===== src/rtl/uart_pkg.sv =====
// uart_pkg: shared types and constants for the UART word receiver.
//   bit_state_e  : bit-level deserializer states
//   word_state_e : byte-pair assembler states
//   OVERSAMPLE_DEFAULT, MID_SAMPLE, DATA_BITS : frame timing constants
//   mid_sample() : mid-bit tick index for an arbitrary oversample ratio
package uart_pkg;

   localparam int unsigned OVERSAMPLE_DEFAULT = 16;
   localparam int unsigned MID_SAMPLE         = OVERSAMPLE_DEFAULT / 2 - 1;
   localparam int unsigned DATA_BITS          = 8;

   typedef enum logic [2:0] {
      BitIdle,
      BitStart,
      BitData,
      BitParity,
      BitStop
   } bit_state_e;

   typedef enum logic {
      WHigh,
      WLow
   } word_state_e;

   function automatic int unsigned mid_sample(input int unsigned os);
      return os / 2 - 1;
   endfunction

endpackage


===== src/rtl/uart_rx_byte.sv =====
// uart_rx_byte: rx synchronizer plus 8N1 bit-level deserializer.
// Optional even-parity bit when UART_RX_PARITY_EN is defined.
// Ports:
//   clk, rst    : clock, synchronous active-high reset
//   baud_tick   : one-clk pulse at OVERSAMPLE x baud rate
//   rx          : asynchronous serial line, idle high
//   byte_data   : last shifted byte (valid while byte_valid is high)
//   byte_valid  : combinational pulse on the stop-sample tick of a good frame
//   frame_err   : combinational pulse on the stop-sample tick when stop bit is 0
//   parity_err  : combinational pulse on the parity-sample tick on mismatch
//   start_det   : combinational pulse on the tick that enters START
//   idle        : bit FSM is in IDLE
module uart_rx_byte
   import uart_pkg::*;
#(
   parameter int unsigned OVERSAMPLE  = OVERSAMPLE_DEFAULT,
   parameter int unsigned SYNC_STAGES = 2  // must be >= 2
) (
   input  logic                 clk,
   input  logic                 rst,
   input  logic                 baud_tick,
   input  logic                 rx,
   output logic [DATA_BITS-1:0] byte_data,
   output logic                 byte_valid,
   output logic                 frame_err,
   output logic                 parity_err,
   output logic                 start_det,
   output logic                 idle
);

   localparam int unsigned CntW = $clog2(OVERSAMPLE);
   localparam int unsigned BitW = $clog2(DATA_BITS);
   localparam logic [CntW-1:0] MidCnt  = CntW'(mid_sample(OVERSAMPLE));
   localparam logic [CntW-1:0] LastCnt = CntW'(OVERSAMPLE - 1);
   localparam logic [BitW-1:0] LastBit = BitW'(DATA_BITS - 1);

   logic [SYNC_STAGES-1:0] sync_q;
   logic                   rx_s;

   bit_state_e             state_q, state_d;
   logic [CntW-1:0]        cnt_q, cnt_d;
   logic [BitW-1:0]        bit_cnt_q, bit_cnt_d;
   logic [DATA_BITS-1:0]   shift_q, shift_d;
`ifdef UART_RX_PARITY_EN
   logic                   par_bad_q, par_bad_d;
`endif

   // Synchronizer resets to 1 so a reset never looks like a start bit.
   always_ff @(posedge clk) begin
      if (rst) begin
         sync_q <= '1;
      end else begin
         sync_q <= {sync_q[SYNC_STAGES-2:0], rx};
      end
   end

   assign rx_s = sync_q[SYNC_STAGES-1];

   always_ff @(posedge clk) begin
      if (rst) begin
         state_q   <= BitIdle;
         cnt_q     <= '0;
         bit_cnt_q <= '0;
         shift_q   <= '0;
`ifdef UART_RX_PARITY_EN
         par_bad_q <= 1'b0;
`endif
      end else begin
         state_q   <= state_d;
         cnt_q     <= cnt_d;
         bit_cnt_q <= bit_cnt_d;
         shift_q   <= shift_d;
`ifdef UART_RX_PARITY_EN
         par_bad_q <= par_bad_d;
`endif
      end
   end

   always_comb begin
      state_d    = state_q;
      cnt_d      = cnt_q;
      bit_cnt_d  = bit_cnt_q;
      shift_d    = shift_q;
      byte_valid = 1'b0;
      frame_err  = 1'b0;
      parity_err = 1'b0;
      start_det  = 1'b0;
`ifdef UART_RX_PARITY_EN
      par_bad_d  = par_bad_q;
`endif
      if (baud_tick) begin
         unique case (state_q)
            BitIdle: begin
               if (!rx_s) begin
                  state_d   = BitStart;
                  cnt_d     = '0;
                  start_det = 1'b1;
               end
            end
            BitStart: begin
               if (cnt_q == MidCnt) begin
                  // Line back high at mid start bit: treat as a glitch.
                  state_d   = rx_s ? BitIdle : BitData;
                  cnt_d     = '0;
                  bit_cnt_d = '0;
`ifdef UART_RX_PARITY_EN
                  par_bad_d = 1'b0;
`endif
               end else begin
                  cnt_d = cnt_q + 1'b1;
               end
            end
            BitData: begin
               if (cnt_q == LastCnt) begin
                  cnt_d   = '0;
                  shift_d = {rx_s, shift_q[DATA_BITS-1:1]};  // LSB first
                  if (bit_cnt_q == LastBit) begin
`ifdef UART_RX_PARITY_EN
                     state_d = BitParity;
`else
                     state_d = BitStop;
`endif
                  end else begin
                     bit_cnt_d = bit_cnt_q + 1'b1;
                  end
               end else begin
                  cnt_d = cnt_q + 1'b1;
               end
            end
`ifdef UART_RX_PARITY_EN
            BitParity: begin
               if (cnt_q == LastCnt) begin
                  cnt_d      = '0;
                  parity_err = ^{shift_q, rx_s};  // even parity over data + parity bit
                  par_bad_d  = parity_err;
                  state_d    = BitStop;
               end else begin
                  cnt_d = cnt_q + 1'b1;
               end
            end
`endif
            BitStop: begin
               if (cnt_q == LastCnt) begin
                  // Return to IDLE at the stop sample so the next start edge is not missed.
                  state_d = BitIdle;
                  cnt_d   = '0;
                  if (!rx_s) begin
                     frame_err = 1'b1;
`ifdef UART_RX_PARITY_EN
                  end else if (!par_bad_q) begin
`else
                  end else begin
`endif
                     byte_valid = 1'b1;
                  end
               end else begin
                  cnt_d = cnt_q + 1'b1;
               end
            end
            default: state_d = BitIdle;
         endcase
      end
   end

   assign byte_data = shift_q;
   assign idle      = (state_q == BitIdle);

endmodule


===== src/rtl/uart_rx_word.sv =====
// uart_rx_word: UART receiver that pairs bytes (high first) into 16-bit words.
// Build option: define UART_RX_PARITY_EN for an even-parity bit per frame.
// Ports:
//   clk, rst    : clock, synchronous active-high reset
//   baud_tick   : one-clk pulse at OVERSAMPLE x baud rate
//   rx          : asynchronous serial line, idle high
//   word_data   : last assembled word {high_byte, low_byte}, held until the next
//   word_valid  : one-clk pulse when word_data updates
//   frame_err   : one-clk pulse on a bad stop bit
//   parity_err  : one-clk pulse on parity mismatch (0 without UART_RX_PARITY_EN)
//   busy        : high from start detect until the word completes or is discarded
module uart_rx_word
   import uart_pkg::*;
#(
   parameter int unsigned OVERSAMPLE  = OVERSAMPLE_DEFAULT,
   parameter int unsigned GAP_TICKS   = 512,
   parameter int unsigned SYNC_STAGES = 2
) (
   input  logic        clk,
   input  logic        rst,
   input  logic        baud_tick,
   input  logic        rx,
   output logic [15:0] word_data,
   output logic        word_valid,
   output logic        frame_err,
   output logic        parity_err,
   output logic        busy
);

   localparam int unsigned GapW = (GAP_TICKS > 1) ? $clog2(GAP_TICKS) : 1;
   localparam logic [GapW-1:0] GapLast = GapW'(GAP_TICKS - 1);

   logic [DATA_BITS-1:0] byte_data;
   logic                 byte_valid;
   logic                 byte_frame_err;
   logic                 byte_parity_err;
   logic                 start_det;
   logic                 byte_idle;

   word_state_e          wstate_q, wstate_d;
   logic [7:0]           high_q, high_d;
   logic [15:0]          word_q, word_d;
   logic                 word_valid_q, word_valid_d;
   logic                 frame_err_q;
   logic [GapW-1:0]      gap_q, gap_d;
   logic                 busy_q, busy_d;

   uart_rx_byte #(
      .OVERSAMPLE  (OVERSAMPLE),
      .SYNC_STAGES (SYNC_STAGES)
   ) u_byte (
      .clk        (clk),
      .rst        (rst),
      .baud_tick  (baud_tick),
      .rx         (rx),
      .byte_data  (byte_data),
      .byte_valid (byte_valid),
      .frame_err  (byte_frame_err),
      .parity_err (byte_parity_err),
      .start_det  (start_det),
      .idle       (byte_idle)
   );

   always_ff @(posedge clk) begin
      if (rst) begin
         wstate_q     <= WHigh;
         high_q       <= '0;
         word_q       <= '0;
         word_valid_q <= 1'b0;
         frame_err_q  <= 1'b0;
         gap_q        <= '0;
         busy_q       <= 1'b0;
      end else begin
         wstate_q     <= wstate_d;
         high_q       <= high_d;
         word_q       <= word_d;
         word_valid_q <= word_valid_d;
         frame_err_q  <= byte_frame_err;
         gap_q        <= gap_d;
         busy_q       <= busy_d;
      end
   end

   always_comb begin
      wstate_d     = wstate_q;
      high_d       = high_q;
      word_d       = word_q;
      word_valid_d = 1'b0;
      gap_d        = gap_q;
      busy_d       = busy_q;

      if (byte_valid) begin
         if (wstate_q == WHigh) begin
            high_d   = byte_data;
            wstate_d = WLow;
            gap_d    = '0;
         end else begin
            word_d       = {high_q, byte_data};
            word_valid_d = 1'b1;
            wstate_d     = WHigh;
         end
      end else if (byte_frame_err || byte_parity_err) begin
         wstate_d = WHigh;
      end else if (wstate_q == WLow && baud_tick && byte_idle && !start_det) begin
         // Gap only runs while the bit FSM is idle; a start on the last tick wins.
         if (gap_q == GapLast) begin
            wstate_d = WHigh;
         end else begin
            gap_d = gap_q + 1'b1;
         end
      end

      if (start_det) begin
         busy_d = 1'b1;
      end else if (wstate_q == WHigh && byte_idle) begin
         busy_d = 1'b0;
      end
   end

   assign word_data  = word_q;
   assign word_valid = word_valid_q;
   assign frame_err  = frame_err_q;
   assign busy       = busy_q;

`ifdef UART_RX_PARITY_EN
   logic parity_err_q;

   always_ff @(posedge clk) begin
      if (rst) begin
         parity_err_q <= 1'b0;
      end else begin
         parity_err_q <= byte_parity_err;
      end
   end

   assign parity_err = parity_err_q;
`else
   assign parity_err = 1'b0;
`endif

endmodule


===== config.mk =====
export PLATFORM = sky130hd
export DESIGN_NAME = uart_rx_word
export DESIGN_NICKNAME = d
export VERILOG_FILES = /design/src/rtl/uart_pkg.sv /design/src/rtl/uart_rx_byte.sv /design/src/rtl/uart_rx_word.sv
export SDC_FILE = /design/constraint.sdc
export NUM_CORES = 1
export LEC_CHECK = 0
export ABC_AREA = 1
export CORE_UTILIZATION = 57
export DETAILED_ROUTE_END_ITERATION = 10
export GPL_TIMING_DRIVEN = 0
export PLACE_DENSITY = 0.79
export SLEW_MARGIN = 20
export SYNTH_ARGS = -nofsm -noshare
export SYNTH_HDL_FRONTEND = slang
export SYNTH_SLANG_ARGS = --single-unit

===== constraint.sdc =====
create_clock -name clk -period 2.35 [get_ports clk]
set_input_delay 0.47 -clock clk [delete_from_list [all_inputs] [get_ports clk]]
set_output_delay 0.47 -clock clk [all_outputs]
set_load 0.05 [all_outputs]

==> results of run 1 <==
==> power by group through the flow <==
| stage | Combinational, mW | Clock, mW | Sequential (mW) |
|---|---|---|---|
| floorplan | 0.279 | 0 | 1.04 |
| global placement | 0.341 | 0 | 1.04 |
| detailed placement | 0.352 | 0 | 1.04 |
| CTS | 0.361 | 0.957 | 1.02 |
| global route | 0.409 | 1.01 | 1.03 |
| finish | 0.371 | 0.960 | 1.03 |
==> kinds of logic after synthesis <==
| family | after synthesis | share of synthesized area |
|---|---|---|
| simple gates | 195 | 0.344 |
| compound gates | 60 | 0.115 |
| flops | 57 | 0.428 |
| buf+inv | 52 | 0.0878 |
| fa+ha+maj | 5 | 0.0235 |
| other cells | 1 | 0.00141 |
==> Yosys cell counts (2+ instances only) <==
cell / instances
sky130_fd_sc_hd__nand3_1: 30
sky130_fd_sc_hd__buf_6: 4
sky130_fd_sc_hd__nand2_1: 54
sky130_fd_sc_hd__nor2_8: 3
sky130_fd_sc_hd__inv_1: 40
sky130_fd_sc_hd__clkbuf_1: 4
sky130_fd_sc_hd__nand3_4: 2
sky130_fd_sc_hd__dfxtp_1: 57
sky130_fd_sc_hd__or2_2: 3
sky130_fd_sc_hd__o21ai_0: 42
sky130_fd_sc_hd__a21oi_1: 16
sky130_fd_sc_hd__nor2_1: 89
sky130_fd_sc_hd__nand4_1: 6
sky130_fd_sc_hd__nand2_4: 2
sky130_fd_sc_hd__ha_1: 5
sky130_fd_sc_hd__buf_4: 2
==> stage by stage <==
stage / setup slack, ns / std cells / hold WS (ns) / power [mW] / cell area [um2]
finish: 0.388 / 459 / 0.419 / 2.36 / 3150
global route: 0.148 / 459 / 0.452 / 2.44 / 3150
CTS: 0.379 / 459 / 0.416 / 2.34 / 3150
detailed placement: 0.407 / 443 / 0.397 / 1.40 / 2940
global placement: 0.449 / 443 / 0.396 / 1.38 / 2940
floorplan: 0.638 / 370 / 0.389 / 1.32 / 2660
==> worst register-to-register path, cell delays in order (launching register included) <==
cell	delay (ns)
sky130_fd_sc_hd__dfxtp_1	0.40
sky130_fd_sc_hd__ha_1	0.23
sky130_fd_sc_hd__nand4_1	0.15
sky130_fd_sc_hd__nor2_1	0.19
sky130_fd_sc_hd__nand2_1	0.09
sky130_fd_sc_hd__nor2_1	0.11
sky130_fd_sc_hd__ha_1	0.14
sky130_fd_sc_hd__inv_1	0.06
sky130_fd_sc_hd__nand2_4	0.07
sky130_fd_sc_hd__nand2_2	0.07
sky130_fd_sc_hd__nand2_1	0.16
sky130_fd_sc_hd__nand2_1	0.08
sky130_fd_sc_hd__nand2_1	0.06
sky130_fd_sc_hd__nor2_1	0.04
==> metal layers <==
layer  track usage  wire length (um)
met2         0.414              2730
met1         0.335              2720
met4         0.127               125
met3        0.0620               302
met5             0                 0
==> final timing paths <==
check                   startpoint          endpoint  slack [ns]  cells after the start
setup reg to reg          gap_q[0]          gap_q[8]        0.40                     13
hold / removal    u_byte.sync_q[0]  u_byte.sync_q[1]        0.42                      1
setup / recovery      word_data[2]      word_data[2]        0.39                      1
hold reg to reg   u_byte.sync_q[0]  u_byte.sync_q[1]        0.42                      1
==> registers in the layout, indices dropped and copies added (netlist names) <==
| register | count |
|---|---|
| word_valid | 1 |
| busy | 1 |
| u_byte.byte_data | 8 |
| wstate_q | 1 |
| gap_q | 9 |
| u_byte.bit_cnt_q | 3 |
| high_q | 8 |
| u_byte.sync_q | 2 |
| word_data | 16 |
| u_byte.state_q | 3 |
| u_byte.cnt_q | 4 |
| frame_err | 1 |
==> layout make-up <==
cell class                      instances  area, um2  area share
Buffer                                 11       80.1      0.0255
Sequential cell                        57       1140       0.363
Clock inverter                          4       51.3      0.0163
Multi-Input combinational cell        261       1290       0.410
Timing Repair Buffer                   21        210      0.0668
Tap cell                               52       65.1      0.0207
Clock buffer                           12        155      0.0493
Inverter                               41        154      0.0489
==> metrics.txt, run 1 <==
# TYPE chip_impl_metric gauge
chip_impl_metric{name="power.density_cell_area",unit="nW/um2"} 749
chip_impl_metric{name="cap_viol_max_count",unit=""} 0
chip_impl_info{name="cp_slowest_cell",value="sky130_fd_sc_hd__clkdlybuf4s50_1"} 1
chip_impl_metric{name="clock_power_share",unit=""} 0.408
chip_impl_metric{name="io_buf_count",unit=""} 21
chip_impl_metric{name="globalplace.congestion",unit=""} 0.826
chip_impl_metric{name="timing_max_transition_violations_final",unit=""} 0
chip_impl_metric{name="antenna_found_initial",unit=""} 0
chip_impl_metric{name="synth-edff-count",unit=""} 0
chip_impl_metric{name="worst_pin_slew",unit="ns"} 0.570
chip_impl_info{name="end_kind",value="primary output"} 1
chip_impl_metric{name="setup_viol",unit=""} 0
chip_impl_info{name="tritoncts",value="done"} 1
chip_impl_metric{name="finalClockSkew",unit="ns"} 0.00930
chip_impl_info{name="mostFrequentLayoutCell",value="sky130_fd_sc_hd__nor2_1"} 1
chip_impl_metric{name="std_cell_rows",unit=""} 24
chip_impl_metric{name="slew-limit-headroom",unit=""} 0.619
chip_impl_metric{name="clock_latency",unit="ns"} 0.34
chip_impl_metric{name="first_global_vias",unit=""} 2342
chip_impl_metric{name="irDropWorstVdd",unit="mV"} 0.491
chip_impl_metric{name="grt_max_degree",unit=""} 11
chip_impl_metric{name="netlist-cell-type-count",unit=""} 27
chip_impl_info{name="timing_worst_setup_path_type",value="flip-flop to primary output"} 1
chip_impl_metric{name="die-height",unit="um"} 70.4
chip_impl_metric{name="num_io_pins",unit=""} 24
chip_impl_metric{name="leakage_power",unit="nW"} 1.51
chip_impl_metric{name="netSwitchingFraction",unit=""} 0.301
chip_impl_metric{name="final.min_clock_period",unit="ns"} 1.96
chip_impl_metric{name="detail_route.wirelength",unit="mm"} 5.88
chip_impl_metric{name="critical-path-max-stage-delay",unit="ns"} 0.81
chip_impl_metric{name="place_hpwl",unit="mm"} 3.94
chip_impl_metric{name="design.core.area",unit="um2"} 4410
chip_impl_info{name="most-common-layout-cells",value="sky130_fd_sc_hd__nor2_1, sky130_fd_sc_hd__dfxtp_1, sky130_fd_sc_hd__nand2_1, sky130_fd_sc_hd__o21ai_0, sky130_fd_sc_hd__inv_1"} 1
chip_impl_metric{name="die_w",unit="um"} 70.4
chip_impl_metric{name="postCtsSetupRepairBufs",unit=""} 0
chip_impl_metric{name="postCtsHoldBufs",unit=""} 0
chip_impl_metric{name="numCtsBuffers",unit=""} 9
chip_impl_metric{name="critical_path_required",unit="ns"} 1.88
chip_impl_metric{name="drt_drc_violations_left",unit=""} 0
chip_impl_metric{name="grt_pass1_wl",unit="mm"} 10.2
chip_impl_metric{name="global_route_usage_sum",unit=""} 0.262
chip_impl_metric{name="detailedRoute.firstPassIterationCount",unit=""} 5
chip_impl_metric{name="synth-warning-count",unit=""} 0
chip_impl_info{name="setup_repair_after_global_routing_missed_its_margin",value="no"} 1
chip_impl_info{name="critPathTopFamily",value="buffers and inverters"} 1
chip_impl_metric{name="drt_first_iter_violations",unit=""} 338
chip_impl_metric{name="drive_gt1_frac",unit=""} 0.0934
chip_impl_info{name="postSynth.topFlopCell",value="sky130_fd_sc_hd__dfxtp_1"} 1
chip_impl_metric{name="p_comb_frac",unit=""} 0.157
chip_impl_metric{name="yosys_register_bits",unit=""} 57
chip_impl_metric{name="maximum_achievable_frequency",unit="MHz"} 510
chip_impl_metric{name="sum_of_buffers_and_inverters_on_the_critical_path",unit=""} 1
chip_impl_metric{name="post_synth_inst_count",unit=""} 370
chip_impl_metric{name="insertedDiodeCount",unit=""} 0
chip_impl_metric{name="max-clock-path-buffers",unit=""} 2
chip_impl_info{name="post-synth-top-area-cell",value="sky130_fd_sc_hd__dfxtp_1"} 1
chip_impl_metric{name="share_seq_of_total_power",unit=""} 0.435
chip_impl_info{name="root_buffer",value="sky130_fd_sc_hd__clkbuf_8"} 1
chip_impl_metric{name="cts_repair_resize_count",unit=""} 0
chip_impl_metric{name="antenna_violation_net_count_after_detailed_routing",unit=""} 0
chip_impl_metric{name="area_growth",unit="%"} 18.1
chip_impl_metric{name="synth.avg_cell_area",unit="um2"} 7.20
chip_impl_metric{name="detail_route.wl_per_cell",unit="um"} 12.8
chip_impl_info{name="post_synth_main_area_contributors",value="sky130_fd_sc_hd__dfxtp_1, sky130_fd_sc_hd__nor2_1, sky130_fd_sc_hd__o21ai_0"} 1
chip_impl_info{name="status",value="finished clean"} 1
chip_impl_metric{name="finalNetCount",unit=""} 411
chip_impl_info{name="crit_path_cell_trace",value="clkdlybuf4s50_1"} 1
chip_impl_metric{name="yosysTopAreaCellShare",unit=""} 0.428
chip_impl_metric{name="proportion_of_register_bits_with_asynchronous_set_or_reset_after_synthesis",unit=""} 0
chip_impl_metric{name="crit_fanout",unit=""} 2
chip_impl_metric{name="postLayoutCoreUtil",unit=""} 0.713
chip_impl_metric{name="final_hold_viol_count",unit=""} 0
chip_impl_metric{name="design.die.area",unit="um2"} 4950
chip_impl_metric{name="p_int",unit="mW"} 1.65
chip_impl_info{name="min-delay-path-class",value="flip-flop to flip-flop"} 1
chip_impl_metric{name="worstPathArrival",unit="ns"} 1.49
chip_impl_metric{name="synth_seq_area_share",unit=""} 0.428
chip_impl_metric{name="htreeDepth",unit=""} 3
chip_impl_metric{name="fill_cells",unit=""} 358
chip_impl_info{name="critical_path.startpoint_type",value="flip-flop"} 1
chip_impl_metric{name="p_sw",unit="mW"} 0.709
chip_impl_metric{name="clock_sinks",unit=""} 57
chip_impl_metric{name="vias_per_cell",unit=""} 5.36
chip_impl_metric{name="postSynthNetCount",unit=""} 379
chip_impl_metric{name="timing.setup.tns",unit="ns"} 0
chip_impl_metric{name="netlist_area",unit="um2"} 2660
chip_impl_metric{name="floorplan.initialDensity",unit=""} 0.603
chip_impl_metric{name="clock_edge_transition_at_the_registers_on_the_reported_setup_and_hold_paths",unit="ns"} 0.07
chip_impl_metric{name="final.period_utilization",unit=""} 0.835
chip_impl_metric{name="vias",unit=""} 2462
chip_impl_metric{name="grt_overflow",unit=""} 0
(Power assumes the default switching activity.)
==> run 2, diff against run 1 <==
--- a/config.mk
+++ b/config.mk
@@ -6,10 +6,10 @@
 export NUM_CORES = 1
 export LEC_CHECK = 0
 export ABC_AREA = 1
-export CORE_UTILIZATION = 57
+export CORE_UTILIZATION = 51
 export DETAILED_ROUTE_END_ITERATION = 10
 export GPL_TIMING_DRIVEN = 0
-export PLACE_DENSITY = 0.79
+export PLACE_DENSITY = 0.75
 export SLEW_MARGIN = 20
 export SYNTH_ARGS = -nofsm -noshare
 export SYNTH_HDL_FRONTEND = slang
==> constraint.sdc (replaced) <==
create_clock -name clk -period 1.6 [get_ports clk]
set_input_delay 0.32 -clock clk [delete_from_list [all_inputs] [get_ports clk]]
set_output_delay 0.32 -clock clk [all_outputs]
set_load 0.05 [all_outputs]
==> run 2 against run 1 <==
  * Non-clock buffer count increased by 24
  * Clock skew decreased by 0.0033 ns
  * Utilization increased by 1.4 points
  * The flow now finishes with violations (setup timing)
  * Critical path depth increased by 12
  * Setup slack got worse by 0.68 ns
  * Largest cell class unchanged
  * Register-to-register slack got worse by 0.69 ns
  * Design area increased by 13%
  * Clock power increased by 62%
  * Critical path type is now flip-flop to flip-flop
==> metrics.txt, run 2 (synthesis results as in run 1) <==
# TYPE chip_impl_metric gauge
chip_impl_info{name="cp_slowest_cell",value="sky130_fd_sc_hd__dfxtp_4"} 1
chip_impl_metric{name="cap_viol_max_count",unit=""} 0
chip_impl_metric{name="antenna_violation_net_count_after_detailed_routing",unit=""} 0
chip_impl_info{name="root_buffer",value="sky130_fd_sc_hd__clkbuf_8"} 1
chip_impl_info{name="setup_repair_after_global_routing_missed_its_margin",value="yes"} 1
chip_impl_metric{name="power.density_cell_area",unit="nW/um2"} 1030
chip_impl_metric{name="first_global_vias",unit=""} 2383
chip_impl_metric{name="antenna_found_initial",unit=""} 0
chip_impl_info{name="end_kind",value="flip-flop"} 1
chip_impl_metric{name="maximum_achievable_frequency",unit="MHz"} 529
chip_impl_metric{name="die_w",unit="um"} 74.3
chip_impl_info{name="most-common-layout-cells",value="sky130_fd_sc_hd__nor2_1, sky130_fd_sc_hd__dfxtp_1, sky130_fd_sc_hd__nand2_1, sky130_fd_sc_hd__o21ai_0, sky130_fd_sc_hd__inv_1"} 1
chip_impl_metric{name="grt_max_degree",unit=""} 11
chip_impl_metric{name="final_hold_viol_count",unit=""} 0
chip_impl_metric{name="drt_first_iter_violations",unit=""} 230
chip_impl_metric{name="largest_register_ff_count",unit=""} 16
chip_impl_metric{name="layout.cell_area.non_filler",unit="um2"} 3540
chip_impl_metric{name="hold_depth",unit=""} 3
chip_impl_metric{name="postLayoutCoreUtil",unit=""} 0.726
chip_impl_metric{name="insertedDiodeCount",unit=""} 0
chip_impl_metric{name="crit_fanout",unit=""} 5
chip_impl_info{name="tritoncts",value="done"} 1
chip_impl_metric{name="clock_sinks",unit=""} 57
chip_impl_metric{name="critical-path-max-stage-delay",unit="ns"} 0.36
chip_impl_metric{name="setup_viol",unit=""} 12
chip_impl_metric{name="finalWorstSetupSlack",unit="ns"} -0.289
chip_impl_metric{name="worstPathArrival",unit="ns"} 2.15
chip_impl_metric{name="post_dp_cell_area",unit="um2"} 2970
chip_impl_metric{name="globalplace.congestion",unit=""} 0.838
chip_impl_metric{name="critical_path_required",unit="ns"} 1.87
chip_impl_metric{name="worst_pin_slew",unit="ns"} 0.639
chip_impl_info{name="r2r_end",value="gap_q[2]"} 1
chip_impl_metric{name="num_io_pins",unit=""} 24
chip_impl_metric{name="grt_overflow",unit=""} 0
chip_impl_metric{name="finalClockSkew",unit="ns"} 0.00603
chip_impl_metric{name="std_cell_rows",unit=""} 25
chip_impl_metric{name="design.die.area",unit="um2"} 5520
chip_impl_metric{name="design.core.area",unit="um2"} 4880
chip_impl_metric{name="detail_route.wl_per_cell",unit="um"} 13.8
chip_impl_metric{name="area_growth",unit="%"} 33.1
chip_impl_metric{name="detail_route.wirelength",unit="mm"} 6.86
chip_impl_metric{name="drt_drc_violations_left",unit=""} 0
chip_impl_metric{name="htreeDepth",unit=""} 3
chip_impl_metric{name="vias",unit=""} 2657
chip_impl_metric{name="clock_edge_transition_at_the_registers_on_the_reported_setup_and_hold_paths",unit="ns"} 0.07
chip_impl_info{name="min-delay-start",value="baud_tick"} 1
chip_impl_info{name="timing_worst_setup_path_type",value="flip-flop to flip-flop"} 1
chip_impl_info{name="min-delay-path-class",value="primary input to flip-flop"} 1
chip_impl_info{name="status",value="finished with violations"} 1
chip_impl_metric{name="final.period_utilization",unit=""} 1.18
chip_impl_metric{name="global_route_usage_sum",unit=""} 0.256
chip_impl_info{name="critical_path.startpoint_type",value="flip-flop"} 1
chip_impl_metric{name="clock_latency",unit="ns"} 0.35
chip_impl_metric{name="grt_pass1_wl",unit="mm"} 10.4
chip_impl_metric{name="numCtsBuffers",unit=""} 9
chip_impl_metric{name="leakage_power",unit="nW"} 1.73
chip_impl_metric{name="totalPowerFinal",unit="mW"} 3.67
chip_impl_metric{name="slew-limit-headroom",unit=""} 0.574
chip_impl_metric{name="io_buf_count",unit=""} 21
chip_impl_metric{name="timing_max_transition_violations_final",unit=""} 0
chip_impl_info{name="worst_hold_path.endpoint",value="wstate_q"} 1
chip_impl_metric{name="die-height",unit="um"} 74.3
chip_impl_metric{name="drive_gt1_frac",unit=""} 0.260
chip_impl_metric{name="vias_per_cell",unit=""} 5.34
chip_impl_metric{name="finalNetCount",unit=""} 435
chip_impl_metric{name="floorplan.initialDensity",unit=""} 0.546
chip_impl_metric{name="max-clock-path-buffers",unit=""} 2
chip_impl_metric{name="rrSetupSlack",unit="ns"} -0.29
chip_impl_metric{name="detailedRoute.firstPassIterationCount",unit=""} 5
chip_impl_info{name="r2r-start",value="gap_q[0]"} 1
chip_impl_metric{name="reg2regPathDepth",unit=""} 13
chip_impl_metric{name="final.min_clock_period",unit="ns"} 1.89
chip_impl_info{name="failed_checks",value="setup timing"} 1
chip_impl_metric{name="irDropWorstVdd",unit="mV"} 0.724
chip_impl_metric{name="place_hpwl",unit="mm"} 3.82
chip_impl_info{name="crit_path_cell_trace",value="ha_4 > nand4_1 > nor2_2 > nand2_2 > nor2_2 > ha_2 > inv_2 > nand2_4 > nand2_4 > buf_6 > nand3_2 > nand2_1 > nor2_1"} 1
chip_impl_info{name="mostFrequentLayoutCell",value="sky130_fd_sc_hd__nor2_1"} 1
[run 2: final cells by class]
cell class | count | area (um2)
multi-input combinational | 261 | 1460
fill | 385 | 1340
sequential | 57 | 1160
timing repair buffer | 45 | 370
inverter | 41 | 156
clock buffer | 11 | 151
buffer | 11 | 83.8
tap | 67 | 83.8
clock inverter | 5 | 77.6
[run 2: report_power, final]
part           total, mW  internal, mW  switching, mW  leakage [nW]
Combinational      0.599         0.172          0.427          1.15
Sequential          1.51          1.46         0.0512         0.465
Clock               1.56         0.955          0.602         0.115
Total               3.67          2.58           1.08          1.73
[run 2: critical path, delay by kind of cell (launching register included)]
| family | cells | cell delay (ns) |
|---|---|---|
| fa+ha+maj | 2 | 0.29 |
| simple gates | 9 | 0.95 |
| flops | 1 | 0.36 |
| buf+inv | 2 | 0.20 |
[run 2: worst max-delay path by stage]
stage	slack [ns]	start	to
after floorplan	-0.05	gap_q[1]	gap_q[1]
after global placement	-0.23	u_byte.cnt_q[0]	word_data[2]
after detailed placement	-0.26	u_byte.cnt_q[0]	word_data[2]
after CTS	-0.14	gap_q[0]	gap_q[1]
after global routing	-0.39	gap_q[0]	gap_q[2]
final	-0.29	gap_q[0]	gap_q[2]
[run 2: timing repair]
| action | 4_1_cts | 5_1_grt |
|---|---|---|
| buffers inserted | 21 | 2 |
| pin swaps | 14 | 8 |
| hold buffers | 0 | 0 |
| cloned | 1 | 0 |
| resized for setup | 45 | 34 |
| setup endpoints to repair | 66 | 51 |
[run 2: routing by layer]
metal | track usage | routed length [um] | up-vias
li1 | - | - | 1295
met1 | 0.316 | 2910 | 1226
met2 | 0.404 | 3350 | 106
met3 | 0.0691 | 342 | 30
met4 | 0.145 | 251 | 0
met5 | 0 | 0 | -
[run 2: metrics by stage]
step           std cells  hold WS, ns  worst slack [ns]  TNS [ns]
2_1_floorplan        370        0.389           -0.0479    -0.211
3_3_place_gp         458        0.395            -0.233     -7.40
3_5_place_dp         458        0.409            -0.257     -8.19
4_1_cts              496        0.348            -0.145    -0.907
5_1_grt              498        0.362            -0.392     -3.39
6_report             498        0.377            -0.289     -1.74
==> run 3, diff against run 2 <==
--- a/config.mk
+++ b/config.mk
@@ -6,6 +6,7 @@
 export NUM_CORES = 1
 export LEC_CHECK = 0
 export ABC_AREA = 1
+export CORE_MARGIN = 8
 export CORE_UTILIZATION = 51
 export DETAILED_ROUTE_END_ITERATION = 10
 export GPL_TIMING_DRIVEN = 0
==> run 3 against run 2 <==
  * The run still ends with setup timing left
  * Flip-flop and latch count unchanged
  * Wire length decreased by 4.9%
  * Register-to-register slack better by 0.05 ns
  * Non-clock buffer count fell by 7
  * Critical path type unchanged
  * Largest power group is now registers
==> metrics.txt, run 3 (synthesis results as in run 1) <==
# TYPE chip_impl_metric gauge
chip_impl_metric{name="final-instance-count-excl-fill",unit=""} 494
chip_impl_metric{name="sequential_cell_area",unit="um2"} 1160
chip_impl_metric{name="design.core.area",unit="um2"} 5070
chip_impl_metric{name="fill_cells",unit=""} 417
chip_impl_metric{name="numCtsBuffers",unit=""} 9
chip_impl_metric{name="grt_max_degree",unit=""} 11
chip_impl_metric{name="critical-path-max-stage-delay",unit="ns"} 0.36
chip_impl_metric{name="leakage_power",unit="nW"} 1.70
chip_impl_metric{name="cap_viol_max_count",unit=""} 0
chip_impl_info{name="crit_path_cell_trace",value="ha_4 > nand4_1 > nor2_2 > nand2_2 > nor2_2 > ha_2 > inv_2 > nand2_4 > nand2_4 > buf_6 > nand3_2 > nand2_2 > nor2_2"} 1
chip_impl_info{name="status",value="finished with violations"} 1
chip_impl_info{name="end_kind",value="flip-flop"} 1
chip_impl_metric{name="drt_drc_violations_left",unit=""} 0
chip_impl_metric{name="power.density_cell_area",unit="nW/um2"} 1030
chip_impl_metric{name="timing.setup.tns",unit="ns"} -1.97
chip_impl_metric{name="antenna_found_initial",unit=""} 0
chip_impl_metric{name="area_growth",unit="%"} 30.7
chip_impl_metric{name="totalPowerFinal",unit="mW"} 3.57
chip_impl_metric{name="insertedDiodeCount",unit=""} 0
chip_impl_metric{name="rrSetupSlack",unit="ns"} -0.24
chip_impl_metric{name="place_hpwl",unit="mm"} 4.15
chip_impl_metric{name="antenna_violation_net_count_after_detailed_routing",unit=""} 0
chip_impl_metric{name="clock_sinks",unit=""} 57
chip_impl_info{name="cp_slowest_cell",value="sky130_fd_sc_hd__dfxtp_4"} 1
chip_impl_metric{name="final.min_clock_period",unit="ns"} 1.84
chip_impl_metric{name="postCtsHoldBufs",unit=""} 0
chip_impl_metric{name="largest_register_ff_count",unit=""} 16
chip_impl_metric{name="vias_per_cell",unit=""} 5.09
chip_impl_metric{name="finalWorstSetupSlack",unit="ns"} -0.240
chip_impl_info{name="root_buffer",value="sky130_fd_sc_hd__clkbuf_8"} 1
chip_impl_metric{name="grt_pass1_wl",unit="mm"} 10.8
chip_impl_metric{name="htreeDepth",unit=""} 3
chip_impl_metric{name="detail_route.wirelength",unit="mm"} 6.52
chip_impl_metric{name="floorplan.initialDensity",unit=""} 0.525
chip_impl_metric{name="drive_gt1_frac",unit=""} 0.243
chip_impl_metric{name="std_cell_rows",unit=""} 26
chip_impl_info{name="min-delay-start",value="baud_tick"} 1
chip_impl_metric{name="drt_first_iter_violations",unit=""} 142
chip_impl_metric{name="setup_viol",unit=""} 10
chip_impl_metric{name="detail_route.wl_per_cell",unit="um"} 13.2
chip_impl_metric{name="global_route_usage_sum",unit=""} 0.181
chip_impl_metric{name="worst_pin_slew",unit="ns"} 0.611
chip_impl_metric{name="die_w",unit="um"} 88.3
chip_impl_metric{name="critical_path_required",unit="ns"} 1.88
chip_impl_metric{name="detailedRoute.firstPassIterationCount",unit=""} 4
chip_impl_metric{name="post_dp_cell_area",unit="um2"} 2980
chip_impl_metric{name="layout.cell_area.non_filler",unit="um2"} 3480
chip_impl_metric{name="finalNetCount",unit=""} 428
chip_impl_info{name="setup_repair_after_global_routing_missed_its_margin",value="yes"} 1
chip_impl_metric{name="max-clock-path-buffers",unit=""} 2
chip_impl_metric{name="io_buf_count",unit=""} 21
chip_impl_info{name="critical_path.startpoint_type",value="flip-flop"} 1
chip_impl_info{name="mostFrequentLayoutCell",value="sky130_fd_sc_hd__nor2_1"} 1
chip_impl_metric{name="final.period_utilization",unit=""} 1.15
chip_impl_metric{name="finalClockSkew",unit="ns"} 0.00912
chip_impl_metric{name="die-height",unit="um"} 88.3
chip_impl_metric{name="vias",unit=""} 2514
chip_impl_metric{name="crit_fanout",unit=""} 5
chip_impl_metric{name="multiInputGateArea",unit="um2"} 1460
chip_impl_metric{name="globalplace.congestion",unit=""} 0.825
chip_impl_metric{name="clock_edge_transition_at_the_registers_on_the_reported_setup_and_hold_paths",unit="ns"} 0.07
chip_impl_metric{name="timing_max_transition_violations_final",unit=""} 0
chip_impl_info{name="critPathMostFrequentCell",value="sky130_fd_sc_hd__nor2_2"} 1
chip_impl_metric{name="irDropWorstVdd",unit="mV"} 0.754
chip_impl_info{name="cp-startpoint",value="gap_q[0]"} 1
chip_impl_info{name="min-delay-path-class",value="primary input to flip-flop"} 1
chip_impl_metric{name="grt_overflow",unit=""} 0
chip_impl_info{name="r2r-start",value="gap_q[0]"} 1
chip_impl_metric{name="first_global_vias",unit=""} 2449
chip_impl_metric{name="clock_latency",unit="ns"} 0.34
chip_impl_metric{name="slew-limit-headroom",unit=""} 0.593
chip_impl_info{name="most-common-layout-cells",value="sky130_fd_sc_hd__nor2_1, sky130_fd_sc_hd__dfxtp_1, sky130_fd_sc_hd__nand2_1, sky130_fd_sc_hd__o21ai_0, sky130_fd_sc_hd__inv_1"} 1
chip_impl_metric{name="final_hold_viol_count",unit=""} 0
chip_impl_metric{name="num_io_pins",unit=""} 24
chip_impl_metric{name="worstPathArrival",unit="ns"} 2.12
chip_impl_info{name="tritoncts",value="done"} 1
chip_impl_metric{name="number_of_placed_instances_taps_included",unit=""} 461
chip_impl_info{name="timing_worst_setup_path_type",value="flip-flop to flip-flop"} 1
chip_impl_info{name="failed_checks",value="setup timing"} 1
chip_impl_metric{name="maximum_achievable_frequency",unit="MHz"} 543
chip_impl_metric{name="design.die.area",unit="um2"} 7790
## run 3: cell types whose count changed in the layout (fill, tap and decap cells not counted), moves of 2 or more
| cell | delta |
|---|---|
| sky130_fd_sc_hd__buf_4 | -7 |
| sky130_fd_sc_hd__nand2_1 | -2 |
| sky130_fd_sc_hd__nor2_2 | -6 |
| sky130_fd_sc_hd__nand3_1 | -2 |
| sky130_fd_sc_hd__nand3_2 | +2 |
| sky130_fd_sc_hd__nor2_1 | +5 |
| sky130_fd_sc_hd__nand2_2 | +2 |
## run 3: worst max-delay path, delay by kind of cell, from the launching register on
family | cells | cell delay (ns)
AND/OR/NAND/NOR | 9 | 0.90
buffers and inverters | 2 | 0.20
flip-flops | 1 | 0.36
adder cells (fa/ha/maj) | 2 | 0.31
## run 3: area by class of cell
cell class | count | share of cell area
tap | 70 | 0.0252
clock inverter | 4 | 0.0144
buffer | 11 | 0.0241
sequential | 57 | 0.333
clock buffer | 12 | 0.0474
inverter | 41 | 0.0449
timing repair buffer | 38 | 0.0913
multi-input combinational | 261 | 0.420
## run 3: worst paths after layout
kind,endpoint,cells after the start
min reg2reg,u_byte.sync_q[1],1
min,wstate_q,3
max,gap_q[6],13
max reg2reg,gap_q[6],13
## run 3: per-stage QoR
step | hold WS [ns] | worst slack [ns] | util
3_3_place_gp | 0.396 | -0.217 | 0.587
5_1_grt | 0.351 | -0.328 | 0.686
2_1_floorplan | 0.389 | -0.0479 | -
6_report | 0.341 | -0.240 | 0.686
4_1_cts | 0.324 | -0.202 | 0.663
3_5_place_dp | 0.403 | -0.257 | 0.587
## run 3: report_power, final
part	internal (mW)	total, mW	switching, mW
combinational	0.188	0.628	0.440
clock	0.843	1.44	0.593
sequential	1.46	1.51	0.0492
total	2.49	3.57	1.08
## run 3: layer usage
| metal | vias up | track usage | wire, um |
|---|---|---|---|
| li1 | 1279 | - | - |
| met1 | 1158 | 0.202 | 2890 |
| met2 | 59 | 0.300 | 3180 |
| met3 | 18 | 0.0464 | 256 |
| met4 | 0 | 0.112 | 187 |
| met5 | - | 0 | 0 |
## run 3: what timing repair did
action                     in CTS  in global routing
setup buffers                  12                  4
resized for setup              48                 30
setup endpoints to repair      68                 40
pin swaps                      16                 12
cloned                          1                  0
==> patch: new RTL, settings of run 2 <==
Add a define of `UART_RX_PARITY_EN`.
--- a/src/rtl/uart_rx_byte.sv
+++ b/src/rtl/uart_rx_byte.sv
@@ -12,2 +12,4 @@
 //   idle        : bit FSM is in IDLE
+`define UART_RX_PARITY_EN
+
 module uart_rx_byte
Function: same outputs for any inputs over 10 cycles, from zero or initial values and one cycle with rst high; that may be too few to reach the edited logic, so the function may still have changed.
==> patch against run 2 <==
The flow still finishes with violations (setup timing). Global-route usage is 0.20 points lower. Sequential cell count up 2. Area after synthesis up 1.5%. Total power shrank 11%. Clock power decreased by 8%. Setup slack got worse by 0.029 ns. Synthesized cell count down 5.9%. Count of clock-buffer cells in the layout rose by 1. Worst hold slack better by 0.035 ns. Design area rose by 11%. Sequential power is essentially flat. Routed wire length increased by 25%. Clock skew is 0.0049 ns higher. Maximum frequency down 1.5%. Critical endpoint is now gap_q[5]$_SDFFE_PP0P_. Highest routed layer unchanged.
==> patch: results (changes against run 2) <==
status: "complete, but fails checks"
violations: "setup timing"
netlist_instances: 348  # -5.9%
n_fill_cell: 319  # -17%
synth_cell_types: 37  # +37%
pre_cts_ws_ns: -0.353  # -0.0959 ns
viasPerCell: 5.76  # +8.0%
layout_setup_ws_ns: -0.318  # -0.0289 ns
finClkSkew_ns: 0.0109  # +0.00492 ns
max_slew.worst_pin.slew_ns: 0.737  # +0.0980 ns
synth_common_cells: "61 x nand2_1, 59 x dfxtp_1, 50 x a21oi_1"
dr_wl_met2_mm: 4.28  # +28%
wl_met1_mm: 3.56  # +22%
clock_power_share_pct: 44.2  # +1.7 points
place_area_mm2: 0.00304  # +2.1%
cts_setup_buffers: 16  # -24%
seq_power_share_pct: 46.4  # +5.2 points
power.internal_w: 0.00239  # -7.6%
grt_pass1_vias: 2254  # -5.4%
fin_tns_setup_ns: -3.26  # -1.52 ns
use_met3_pct: 6.16  # -0.75 points
placedCellCount: 440  # -3.9%
dr.pass1.iters: 6  # +1
cp.arrival_ns: 2.21  # +0.06 ns
leakage_nw: 1.57  # -9.3%
port_buffers: 22  # +4.8%
cts.reportedPaths.clkPinSlew_ns: 0.07  # about the same
syn_nets: 357  # -5.8%
gp_congestion: 0.850  # +1.5%
holdWs_ns: 0.412  # +0.0350 ns
drive_gt1_share_pct: 40.7  # +15 points
ys_top_cells_by_area: "dfxtp_1 44%, a21oi_1 9.3%, nand2_1 8.5%"
finalWirelength_mm: 8.58  # +25%
grt_util_met2_pct: 40.0  # -0.36 points
ff2ff_path_depth: 14  # +1
drt_iter0_drc: 274  # +19%
synth_fa_ha_area_share_pct: 2.31  # -0.034 points
crit_path_max_fanout: 7  # +2
wl_per_cell_um: 17.5  # +27%
fin_nets: 424  # -2.5%
track_usage_pct: 25.4  # -0.20 points
synth-compound-area-share_pct: 14.9  # +3.4 points
setup_viol: 27  # +15
==> patch: cell count changes after synthesis, moves of 5 or more <==
cell     before  now
nand2_2       1    6
inv_2         1    6
nor2_1       89   25
nand2_1      54   61
a21oi_1      16   50
inv_1        40   20
o21ai_0      42   20
nand3_1      30   38
==> patch: layout make-up <==
type                    count  area (um^2)  area share, %
multi-input cells         247         1670           42.4
flip-flops and latches     59         1190           30.3
repair buffers             54          522           13.2
clock buffers              12          155           3.93
plain buffers              16          141           3.59
inverters                  28          125           3.17
well taps                  70         87.6           2.22
clock inverters             4         48.8           1.24
==> patch: worst paths after layout <==
check,startpoint,to
max reg2reg,gap_q[0]$_SDFFE_PP0P_,gap_q[5]$_SDFFE_PP0P_
min,rst,high_q[5]$_SDFFE_PP0P_
min reg2reg,u_byte.sync_q[0]$_SDFF_PP1_,u_byte.sync_q[1]$_SDFF_PP1_
max,gap_q[0]$_SDFFE_PP0P_,gap_q[5]$_SDFFE_PP0P_
